--- src/rtl/iob_axis_rr_arbiter.sv ---
// Packet-level round-robin arbiter merging N_INPUTS AXI-Stream sources into one stream.
// A grant is held until the accepted tlast beat, so packets never interleave. An optional
// per-grant beat limit (max_len_i, 0 = unlimited) forces tlast so no source can starve the rest.
//
// Ports:
//   clk_i, cke_i, arst_n_i, rst_i  clock, clock enable, async active-low reset, sync soft reset
//   en_i                           gate for new grants (a packet in flight always completes)
//   max_len_i                      beats per grant before tlast is forced, 0 = unlimited
//   in_t*_i / in_tready_o          per-source streams, source k data at [k*TDATA_W +: TDATA_W]
//   out_t*_o / out_tready_i        merged stream
//   grant_o, busy_o, beat_cnt_o    one-hot grant, GRANT-state flag, beats in current grant
//
// Optional feature (macro IOB_AXIS_RR_ARBITER_STATS_EN):
//   pkt_cnt_o    per-source count of ended grants, source k at [k*LEN_W +: LEN_W]
//   forced_cnt_o count of grants ended by the beat limit
module iob_axis_rr_arbiter #(
  parameter int unsigned N_INPUTS = 4,
  parameter int unsigned TDATA_W  = 8,
  parameter int unsigned LEN_W    = 16
) (
  input  logic                          clk_i,
  input  logic                          cke_i,
  input  logic                          arst_n_i,
  input  logic                          rst_i,
  input  logic                          en_i,
  input  logic [LEN_W-1:0]              max_len_i,
  input  logic [N_INPUTS-1:0]           in_tvalid_i,
  input  logic [N_INPUTS*TDATA_W-1:0]   in_tdata_i,
  input  logic [N_INPUTS-1:0]           in_tlast_i,
  output logic [N_INPUTS-1:0]           in_tready_o,
  output logic                          out_tvalid_o,
  output logic [TDATA_W-1:0]            out_tdata_o,
  output logic                          out_tlast_o,
  input  logic                          out_tready_i,
  output logic [N_INPUTS-1:0]           grant_o,
  output logic                          busy_o,
  output logic [LEN_W-1:0]              beat_cnt_o
`ifdef IOB_AXIS_RR_ARBITER_STATS_EN
  ,
  output logic [N_INPUTS*LEN_W-1:0]     pkt_cnt_o,
  output logic [LEN_W-1:0]              forced_cnt_o
`endif
);

  localparam int unsigned IdxW = $clog2(N_INPUTS);

  typedef enum logic {StIdle, StGrant} state_e;

  state_e                state_q, state_d;
  logic [N_INPUTS-1:0]   grant_q, grant_d;
  logic [IdxW-1:0]       gidx_q, gidx_d;
  logic [IdxW-1:0]       ptr_q, ptr_d;
  logic [LEN_W-1:0]      beat_cnt_q, beat_cnt_d;

  logic                  busy;
  logic                  found;
  logic [IdxW-1:0]       win_idx;
  logic                  limit_hit;
  logic                  beat;
  logic                  pkt_end;

  // Round-robin search starting at ptr_q; the result is only used to register the grant.
  always_comb begin
    found   = 1'b0;
    win_idx = '0;
    for (int i = 0; i < int'(N_INPUTS); i++) begin
      int j;
      j = int'(ptr_q) + i;
      if (j >= int'(N_INPUTS)) j = j - int'(N_INPUTS);
      if (!found && in_tvalid_i[j]) begin
        found   = 1'b1;
        win_idx = IdxW'(j);
      end
    end
  end

  assign busy      = (state_q == StGrant);
  assign limit_hit = (max_len_i != '0) && (beat_cnt_q == max_len_i - LEN_W'(1));

  // Pure forwarding from the granted source; nothing toward a source looks at its own tvalid.
  assign out_tvalid_o = busy & in_tvalid_i[gidx_q];
  assign out_tdata_o  = busy ? in_tdata_i[gidx_q*TDATA_W +: TDATA_W] : '0;
  assign out_tlast_o  = out_tvalid_o & (in_tlast_i[gidx_q] | limit_hit);
  assign in_tready_o  = busy ? (grant_q & {N_INPUTS{out_tready_i}}) : '0;

  assign beat    = out_tvalid_o & out_tready_i;
  assign pkt_end = beat & out_tlast_o;

  always_comb begin
    state_d    = state_q;
    grant_d    = grant_q;
    gidx_d     = gidx_q;
    ptr_d      = ptr_q;
    beat_cnt_d = beat_cnt_q;
    unique case (state_q)
      StIdle: begin
        if (en_i && found) begin
          state_d          = StGrant;
          gidx_d           = win_idx;
          grant_d          = '0;
          grant_d[win_idx] = 1'b1;
          beat_cnt_d       = '0;
        end
      end
      StGrant: begin
        if (beat) beat_cnt_d = beat_cnt_q + LEN_W'(1);
        if (pkt_end) begin
          state_d = StIdle;
          grant_d = '0;
          ptr_d   = (gidx_q == IdxW'(N_INPUTS - 1)) ? '0 : gidx_q + IdxW'(1);
        end
      end
      default: state_d = StIdle;
    endcase
  end

  always_ff @(posedge clk_i or negedge arst_n_i) begin
    if (!arst_n_i) begin
      state_q    <= StIdle;
      grant_q    <= '0;
      gidx_q     <= '0;
      ptr_q      <= '0;
      beat_cnt_q <= '0;
    end else if (cke_i) begin
      if (rst_i) begin
        state_q    <= StIdle;
        grant_q    <= '0;
        gidx_q     <= '0;
        ptr_q      <= '0;
        beat_cnt_q <= '0;
      end else begin
        state_q    <= state_d;
        grant_q    <= grant_d;
        gidx_q     <= gidx_d;
        ptr_q      <= ptr_d;
        beat_cnt_q <= beat_cnt_d;
      end
    end
  end

  assign grant_o    = grant_q;
  assign busy_o     = busy;
  assign beat_cnt_o = beat_cnt_q;

`ifdef IOB_AXIS_RR_ARBITER_STATS_EN
  logic [N_INPUTS-1:0][LEN_W-1:0] pkt_cnt_q;
  logic [LEN_W-1:0]               forced_cnt_q;

  always_ff @(posedge clk_i or negedge arst_n_i) begin
    if (!arst_n_i) begin
      pkt_cnt_q    <= '0;
      forced_cnt_q <= '0;
    end else if (cke_i) begin
      if (rst_i) begin
        pkt_cnt_q    <= '0;
        forced_cnt_q <= '0;
      end else if (pkt_end) begin
        pkt_cnt_q[gidx_q] <= pkt_cnt_q[gidx_q] + LEN_W'(1);
        if (limit_hit) forced_cnt_q <= forced_cnt_q + LEN_W'(1);
      end
    end
  end

  assign pkt_cnt_o    = pkt_cnt_q;
  assign forced_cnt_o = forced_cnt_q;
`endif

endmodule

--- config.mk ---
export PLATFORM = sky130hd
export DESIGN_NAME = iob_axis_rr_arbiter
export DESIGN_NICKNAME = d
export VERILOG_FILES = /design/src/rtl/iob_axis_rr_arbiter.sv
export SDC_FILE = /design/constraint.sdc
export NUM_CORES = 1
export LEC_CHECK = 0
export BUFFER_PORTS_ARGS = -buffer_cell sky130_fd_sc_hd__buf_2
export CORE_ASPECT_RATIO = 0.9
export CORE_MARGIN = 2
export CORE_UTILIZATION = 52
export DETAILED_ROUTE_END_ITERATION = 6
export PLACE_DENSITY = 0.87
export SLEW_MARGIN = 20
export SYNTH_ARGS = -nofsm -noshare
export SYNTH_HDL_FRONTEND = slang
export SYNTH_SLANG_ARGS = --single-unit
export TNS_END_PERCENT = 100
--- constraint.sdc ---
create_clock -name clk_i -period 5.27 [get_ports clk_i]
set_clock_uncertainty 0.2 [all_clocks]
set_input_delay 0 -clock clk_i [delete_from_list [all_inputs] [get_ports clk_i]]
set_output_delay 0 -clock clk_i [all_outputs]
set_load 0.1 [all_outputs]
==> results of run 1 <==
[worst paths after layout]
| check | from | to | slack, ns |
|---|---|---|---|
| setup / recovery | beat_cnt_o[11] | out_tlast_o | 2.17 |
| hold / removal | arst_n_i | beat_cnt_o[15] | 0.06 |
| setup reg to reg | gidx_q[0] | beat_cnt_o[12] | 2.37 |
| hold reg to reg | grant_o[3] | grant_o[3] | 0.38 |
| max in group asynchronous | arst_n_i | grant_o[0] | 4.43 |
| min in group clk_i | in_tvalid_i[2] | gidx_q[0] | 0.10 |
[area by class of cell]
cell class,instances,area [um2]
well taps,48,60.1
flip-flops and latches,25,626
repair buffers,102,541
fillers,317,1260
inverters,10,37.5
multi-input cells,203,1500
clock buffers,4,45.0
[layer usage]
metal,GRT usage,vias to the layer above,share of wire
met5,0,-,0
li1,-,1106,-
met3,0.0261,12,0.051
met1,0.320,1106,0.43
met4,0.0741,0,0.013
met2,0.447,90,0.51
[cell usage after synthesis, drive strengths merged, types with 2 or more instances]
master	n	area share
nor2	23	0.040
mux2i	4	0.018
o21ai	5	0.011
xnor2	14	0.056
and4	2	0.0080
or4	4	0.014
clkbuf	7	0.012
nor4	6	0.017
a21oi	6	0.014
o21a	2	0.0068
a31o	5	0.020
and3	11	0.031
o211ai	2	0.0068
a31oi	4	0.011
nand4	6	0.017
and2	12	0.034
xor2	15	0.060
nand3	7	0.016
o22ai	4	0.011
or3	6	0.017
buf	3	0.0062
dfrtp	25	0.28
inv	10	0.017
mux4	10	0.10
ha	3	0.017
nor3	7	0.021
nor2b	6	0.017
o31ai	2	0.0068
nand2	19	0.032
a221o	2	0.0091
nand3b	2	0.0068
[state kept, by name, summed over array words and instances, names as in the netlist]
signal and cells:
gidx_q 2, grant_o 4, beat_cnt_o 16, busy_o 1, ptr_q 2
[metrics by stage]
stage	instance area (um2)	setup slack [ns]
finish	2810	2.17
global route	2810	2.06
CTS	2810	2.19
detailed placement	2700	2.23
global placement	2700	2.27
floorplan	2200	1.38
[power by group through the flow]
stage | Sequential, mW | Clock [mW] | Combinational (mW)
after floorplan | 0.255 | 0 | 0.190
after global placement | 0.226 | 0 | 0.281
after detailed placement | 0.227 | 0 | 0.287
after CTS | 0.223 | 0.113 | 0.291
after global routing | 0.227 | 0.120 | 0.308
final | 0.223 | 0.112 | 0.292
[worst register-to-register path, cell delays in order, from the launching register on]
cell and delay, ns:
dfrtp_1 0.79, mux4_2 0.62, a221o_1 0.41, and4_1 0.26, nor2b_1 0.18, nand3_1 0.10, xor2_1 0.16, nor2_1 0.06
[cells by family after synthesis]
group / after synthesis / share of synthesized area
adder cells (fa/ha/maj): 3 / 0.0170
flip-flops: 25 / 0.284
multiplexers: 15 / 0.125
AND/OR/NAND/NOR: 115 / 0.286
AO/OA/AOI/OAI: 41 / 0.137
buffers and inverters: 20 / 0.0352
XOR/XNOR: 29 / 0.115
[what timing repair did]
action	in CTS	in global routing
resized for setup	0	0
hold endpoints to repair	30	0
hold buffers	6	0
==> metrics.txt, run 1 <==
outcome completed; TritonCTS clock tree built; Synth Flop Type dfrtp_1; Net Sw Power 0.285 mW; final setup TNS 0 ns; asr flop ratio synth 1.00; # setup viols final 0; unrepaired setup endpoints after global routing no; clk buf depth 2; worst-path cell chain xnor2_1 > or4b_2 > nor4_1 > a31oi_1 > a2111oi_2 > nor2_2 > nor2_1 > buf_2; pwr dens 223 nW/um2; Root Driver clkbuf_8; Initial Util 0.541; row count 22; most frequent cells in the layout buf_2, dfrtp_1, nor2_1, nand2_1, xor2_1; iteration count of the initial detailed-routing pass 4; dpl hpwl 4580 um; Final nets 410; Clk Latency, worst-skew pair 0.26 ns; CP Class flip-flop to output port; Rel. slew slack 0.538; vias roughly 2.3k; share of cells above drive strength 1 0.349; post-synth cell types 49; Tot Pwr 0.627 mW; port buffer count 96; First DRT Iteration DRCs 93; maximum capacitance violations 0; Logic pwr share 0.465; clock-pin slew on the worst setup and hold paths 0.08 ns; crit path max-delay cell type or4b_2; Final Cycle Share 0.588; WP data required 5.07 ns; Worst Path Max Fanout 5; final hold violations 0; CP delay by family, top simple AND/OR/NAND/NOR gates; Worst path depth 8; Final min period 3.10 ns; Final Max Slew Viols 0; Worst Setup End Kind output port; Hold Crit Class primary input to asynchronous set/reset pin; largest net degree at the start of global routing 26; Mapped Nets 313; TritonCTS Sinks 25; Routed WL 5830 um; GP Congestion between 0.8 and 0.9; worst slew pin tran between 0.6 and 0.7 ns; startpoint type of the worst setup path flip-flop; clock share of power 0.179; vias in the first global route around 2.2k; WP buf/inv 1; antenna cells 0; Routed Antenna Nets 0; height of the die 65.8 um; Leak 1.36 nW; Flop pwr share 0.356; H-tree level count 1; fmax between 300 and 400 MHz; total CTS buffers 3; DRC viols 0; initial antenna violation count 0; Switching Share 0.455; first-pass GRT wire length 9600 um; Util after Layout 0.689; Yosys reg bits 25; Hold Slack 0.0631 ns; total global routing overflow 0; worst r2r path cells 7; Vias/cell 5.90; Post-synth EDFFs 0; post-synthesis cell count 248; most common cell after layout, fill and taps aside buf_2; Post-CTS Setup Repair Bufs 0; Post-Syn Area per Cell around 8.9 um2; yosys warns 0; Max IR drop VDD 0.212 mV; Core Area 4070 um2; Ports 97; Non-Filler Instances 392; Placed Cells 382; die area 4770 um2; die width 72.6 um; worst stage delay on the critical path 0.61 ns; Seq/Total Area, Yosys 0.284; synthesized cell area around 2200 um2; Pint 0.342 mW; Synth-to-Final Area Change 27.5%; GRT Overall Usage 0.251; wire per inst approximately 15 um; Worst EP arrival 2.90 ns
Note: power is estimated with default switching activity, not from simulation.
==> run 2: changes to the inputs <==
Settings changed: CORE_UTILIZATION 52 to 43, PLACE_DENSITY 0.87 to 0.77.
Clock period 5.27 ns to 2.5 ns, I/O delays scaled along.
==> metrics.txt, run 2 (synthesized netlist as in run 1, its figures left out) <==
wire per inst 14.7 um (-1.1%); WP data required 2.30 ns (-2.77 ns); worst stage delay on the critical path 0.51 ns (-0.10 ns); most common cell after layout, fill and taps aside buf_2; TritonCTS clock tree built; crit path max-delay cell type dfrtp_4; final hold violations 0 (unchanged); GP Congestion 0.880 (+2.5%); clk buf depth 2 (unchanged); Routed Antenna Nets 0 (unchanged); Final nets 439 (+7.1%); unrepaired setup endpoints after global routing yes; # setup viols final 7 (+7); Top cell by count, worst path nor2_4; CP delay by family, top simple AND/OR/NAND/NOR gates; Max IR drop VDD 0.359 mV (+69%); failing checks negative setup slack; Final Cycle Share 1.13; fmax 355 MHz; total CTS buffers 3 (unchanged); Ports 97 (unchanged); First DRT Iteration DRCs 74 (-20%); PnR worst setup slack -0.321 ns (-2.49 ns); clock-pin slew on the worst setup and hold paths 0.09 ns (about the same); Clk Latency, worst-skew pair 0.26 ns (about the same); die width 79.5 um (+9.4%); total global routing overflow 0 (unchanged); worst slew pin tran 0.559 ns (-0.134 ns); Final Cell Area 3170 um2 (+13%); Worst EP arrival 2.62 ns (-0.28 ns); largest net degree at the start of global routing 26 (unchanged); CP Class flip-flop to output port; Core Area 4890 um2 (+20%); vias in the first global route 2421 (+9.6%); GRT Overall Usage 0.226 (-0.0247); Root Driver clkbuf_8; max reg flops 16 (unchanged); first-pass GRT wire length 10400 um (+8.8%); vias 2452 (+6.0%); share of cells above drive strength 1 0.450 (+0.102); Initial Util 0.450 (-0.0907); Worst Setup End Kind output port; row count 24 (+9.1%); startpoint type of the worst setup path flip-flop; WP buf/inv 2 (+1); dpl hpwl 5090 um (+11%); Final min period between 2 and 3 ns; placed cell areas 2990 um2 (+10%); initial antenna violation count 0 (unchanged); height of the die 71.9 um (+9.4%); H-tree level count 1 (unchanged); Routed WL 6440 um (+10%); outcome finished with violations; iteration count of the initial detailed-routing pass 4 (unchanged); Vias/cell 5.60 (-5.2%); maximum capacitance violations 0 (unchanged); die area 5710 um2 (+20%); Leak 1.51 nW (+11%); antenna cells 0 (unchanged); Worst Path Max Fanout 3 (-2); Synth-to-Final Area Change 43.8%; Rel. slew slack 0.627 (+0.0896); pre-CTS WS -0.194 ns (-2.43 ns); Final Max Slew Viols 0 (unchanged); worst-path cell chain xnor2_4 > or4b_4 > nor4_4 > a31oi_2 > a2111oi_4 > nor2_4 > buf_4 > nor2_4 > buf_12; DRC viols 0 (unchanged); port buffer count 96 (unchanged); Hold Crit Class primary input to asynchronous set/reset pin; TritonCTS Sinks 25 (unchanged); most frequent cells in the layout buf_2, buf_4, nor2_1, nand2_1, xor2_1; pwr dens 438 nW/um2 (+96%)
## run 2: cell count changes in the layout (fill, tap and decap cells not counted), sizes merged
cell | before | now
buf | 96 | 125
## run 2: per-stage QoR
step | power [mW] | instances | hold WS (ns) | util | TNS [ns]
2_1_floorplan | 0.946 | 248 | -0.496 | - | -0.246
3_3_place_gp | 1.11 | 424 | -0.182 | 0.610 | -1.09
3_5_place_dp | 1.13 | 424 | -0.175 | 0.610 | -1.18
4_1_cts | 1.37 | 434 | 0.0809 | 0.631 | -0.279
5_1_grt | 1.45 | 438 | 0.150 | 0.647 | -1.82
6_report | 1.39 | 438 | 0.0764 | 0.647 | -1.12
## run 2: timing repair
item,in CTS,in global routing
setup buffers,0,4
setup endpoints to repair,1,10
gates resized for setup,0,6
hold buffers,6,0
endpoints found under the hold margin,30,0
pin swaps,0,3
## run 2: cell type report
class	count	area (um2)
clock buffer	4	45.0
fill	417	1730
inverter	10	37.5
multi-input combinational	203	1580
sequential	25	652
tap	65	81.3
timing repair buffer	131	773
## run 2: path summary, 6_finish.rpt
path	slack, ns	cells past startpoint	to	start
max in group asynchronous	1.60	2	beat_cnt_o[11]	arst_n_i
worst min-delay path	0.08	2	gidx_q[0]	arst_n_i
min in group clk_i	0.13	4	busy_o	in_tvalid_i[2]
worst min register to register	0.35	1	beat_cnt_o[0]	beat_cnt_o[0]
worst max-delay path	-0.32	9	out_tlast_o	beat_cnt_o[11]
worst max register to register	-0.17	8	busy_o	beat_cnt_o[11]
## run 2: per-layer routing
layer / vias to the layer above / global-route usage / part of all wire
li1: 1165 / - / -
met1: 1174 / 0.275 / 0.40
met3: 16 / 0.0199 / 0.055
met2: 97 / 0.416 / 0.51
met5: - / 0 / 0
met4: 0 / 0.0843 / 0.027
## run 2: power breakdown
part           switching, mW  leakage [nW]  internal (mW)
logic                  0.471          1.16          0.229
clock network          0.125        0.0228          0.114
registers             0.0261         0.319          0.423
==> run 3: changes to the inputs <==
Settings changed: CORE_ASPECT_RATIO 0.9 to 1.2.
==> metrics.txt, run 3 (synthesized netlist as in run 1, its figures left out) <==
maximum capacitance violations 0 (unchanged); Ports 97 (unchanged); Final Cycle Share 1.09 (-0.0432); Final Max Slew Viols 0 (unchanged); first-pass GRT wire length 10700 um (+2.6%); PnR worst setup slack -0.213 ns (+0.108 ns); failing checks negative setup slack; vias 2434 (-0.73%); clock-pin slew on the worst setup and hold paths 0.09 ns (about the same); Rel. slew slack 0.617 (-0.00998); total CTS buffers 3 (unchanged); Max IR drop VDD 0.533 mV (+48%); clk buf depth 2 (unchanged); share of cells above drive strength 1 0.461 (+0.0105); GP Congestion 0.819 (-6.9%); fmax 369 MHz (+4.0%); Util after Layout 0.639 (-0.00869); most common cell after layout, fill and taps aside buf_2; Core Area 4940 um2 (+0.92%); Root Driver clkbuf_8; unrepaired setup endpoints after global routing yes; vias in the first global route 2369 (-2.1%); Worst EP arrival 2.51 ns (-0.11 ns); Worst Path Max Fanout 3 (unchanged); First DRT Iteration DRCs 134 (+81%); Vias/cell 5.65 (+0.88%); port buffer count 96 (unchanged); outcome finished with violations; TritonCTS clock tree built; CP Class flip-flop to output port; worst slew pin tran 0.574 ns (+0.0150 ns); Worst Setup End Kind output port; max reg flops 16 (unchanged); dpl hpwl 5150 um (+1.3%); Placed Cells 419 (-1.2%); pwr dens 444 nW/um2 (+1.3%); antenna cells 0 (unchanged); Non-Filler Instances 431 (-1.6%); DRC viols 0 (unchanged); Hold Crit Class primary input to asynchronous set/reset pin; final setup TNS -0.371 ns (+0.748 ns); wire per inst 15.0 um (+2.2%); Synth-to-Final Area Change 43.2%; WP data required 2.30 ns (about the same); # setup viols final 6 (-1); height of the die 82.4 um (+15%); Leak 1.50 nW (-0.59%); most frequent cells in the layout buf_2, buf_4, nor2_1, nand2_1, xor2_1; worst r2r path cells 8 (unchanged); final hold violations 0 (unchanged); Final min period 2.71 ns (-0.108 ns); Routed WL 6470 um (+0.54%); TritonCTS Sinks 25 (unchanged); largest net degree at the start of global routing 26 (unchanged); GRT Overall Usage 0.235 (+0.00885); die area 5720 um2 (about the same); row count 28 (+17%); die width 69.3 um (-13%); total global routing overflow 0 (unchanged); Final nets 437 (-0.46%); startpoint type of the worst setup path flip-flop; Routed Antenna Nets 0 (unchanged); iteration count of the initial detailed-routing pass 4 (unchanged); Clk Latency, worst-skew pair 0.28 ns (+0.02 ns); H-tree level count 1 (unchanged); initial antenna violation count 0 (unchanged); Reg2Reg Setup Slack -0.06 ns (+0.11 ns); Initial Util 0.446 (-0.00410)
==> run 3: cell count changes in the layout (fill, tap and decap cells not counted), moves of 2 or more <==
cell,delta
xnor2_2,+3
nor4_2,+2
xnor2_1,-2
buf_4,-2
==> run 3: per-stage QoR <==
stage	worst slack [ns]	hold slack, ns	cell area [um2]	power, mW
3_3_place_gp	-0.184	-0.177	2980	1.12
2_1_floorplan	-0.111	-0.496	2270	0.946
4_1_cts	-0.253	0.0740	3130	1.39
5_1_grt	-0.358	0.0914	3160	1.47
3_5_place_dp	-0.202	-0.173	2980	1.13
6_report	-0.213	0.0533	3160	1.40
==> run 3: critical path, stage by stage, from the launching register on <==
cell	delay [ns]
dfrtp_4	0.50
xnor2_2	0.17
or4b_4	0.49
nor4_2	0.13
a31oi_1	0.09
a2111oi_4	0.32
nor2_4	0.07
buf_4	0.15
nor2_4	0.12
buf_12	0.18
==> run 3: per-layer routing <==
layer	GRT usage	up-vias	share of wire
met1	0.267	1156	0.39
met2	0.451	104	0.53
met4	0.102	0	0.023
met5	0	-	0
met3	0.0231	12	0.062
li1	-	1162	-
==> run 3: path summary, 6_finish.rpt <==
check                                from              to
max in group asynchronous        arst_n_i   beat_cnt_o[6]
max                        beat_cnt_o[11]     out_tlast_o
min reg2reg                 beat_cnt_o[0]   beat_cnt_o[0]
min                              arst_n_i  beat_cnt_o[12]
min in group clk_i         in_tvalid_i[3]          busy_o
max reg2reg                beat_cnt_o[11]          busy_o
==> run 3: power by group <==
| part | switching, mW | total, mW | internal (mW) |
|---|---|---|---|
| clock network | 0.137 | 0.251 | 0.114 |
| logic | 0.472 | 0.698 | 0.226 |
| registers | 0.0280 | 0.451 | 0.423 |
| total | 0.637 | 1.40 | 0.763 |
==> run 3: repair_timing <==
item	4_1_cts	5_1_grt
endpoints found under the setup margin	3	8
pin swaps	2	1
hold buffers	6	0
endpoints found under the hold margin	30	0
resized for setup	5	4
buffers inserted	1	1
==> run 3: cell type report <==
class                           instances  area, um2
Clock buffer                            4       45.0
Timing Repair Buffer                  129        758
Tap cell                               60       75.1
Inverter                               10       37.5
Multi-Input combinational cell        203       1590
Sequential cell                        25        652
Fill cell                             438       1780
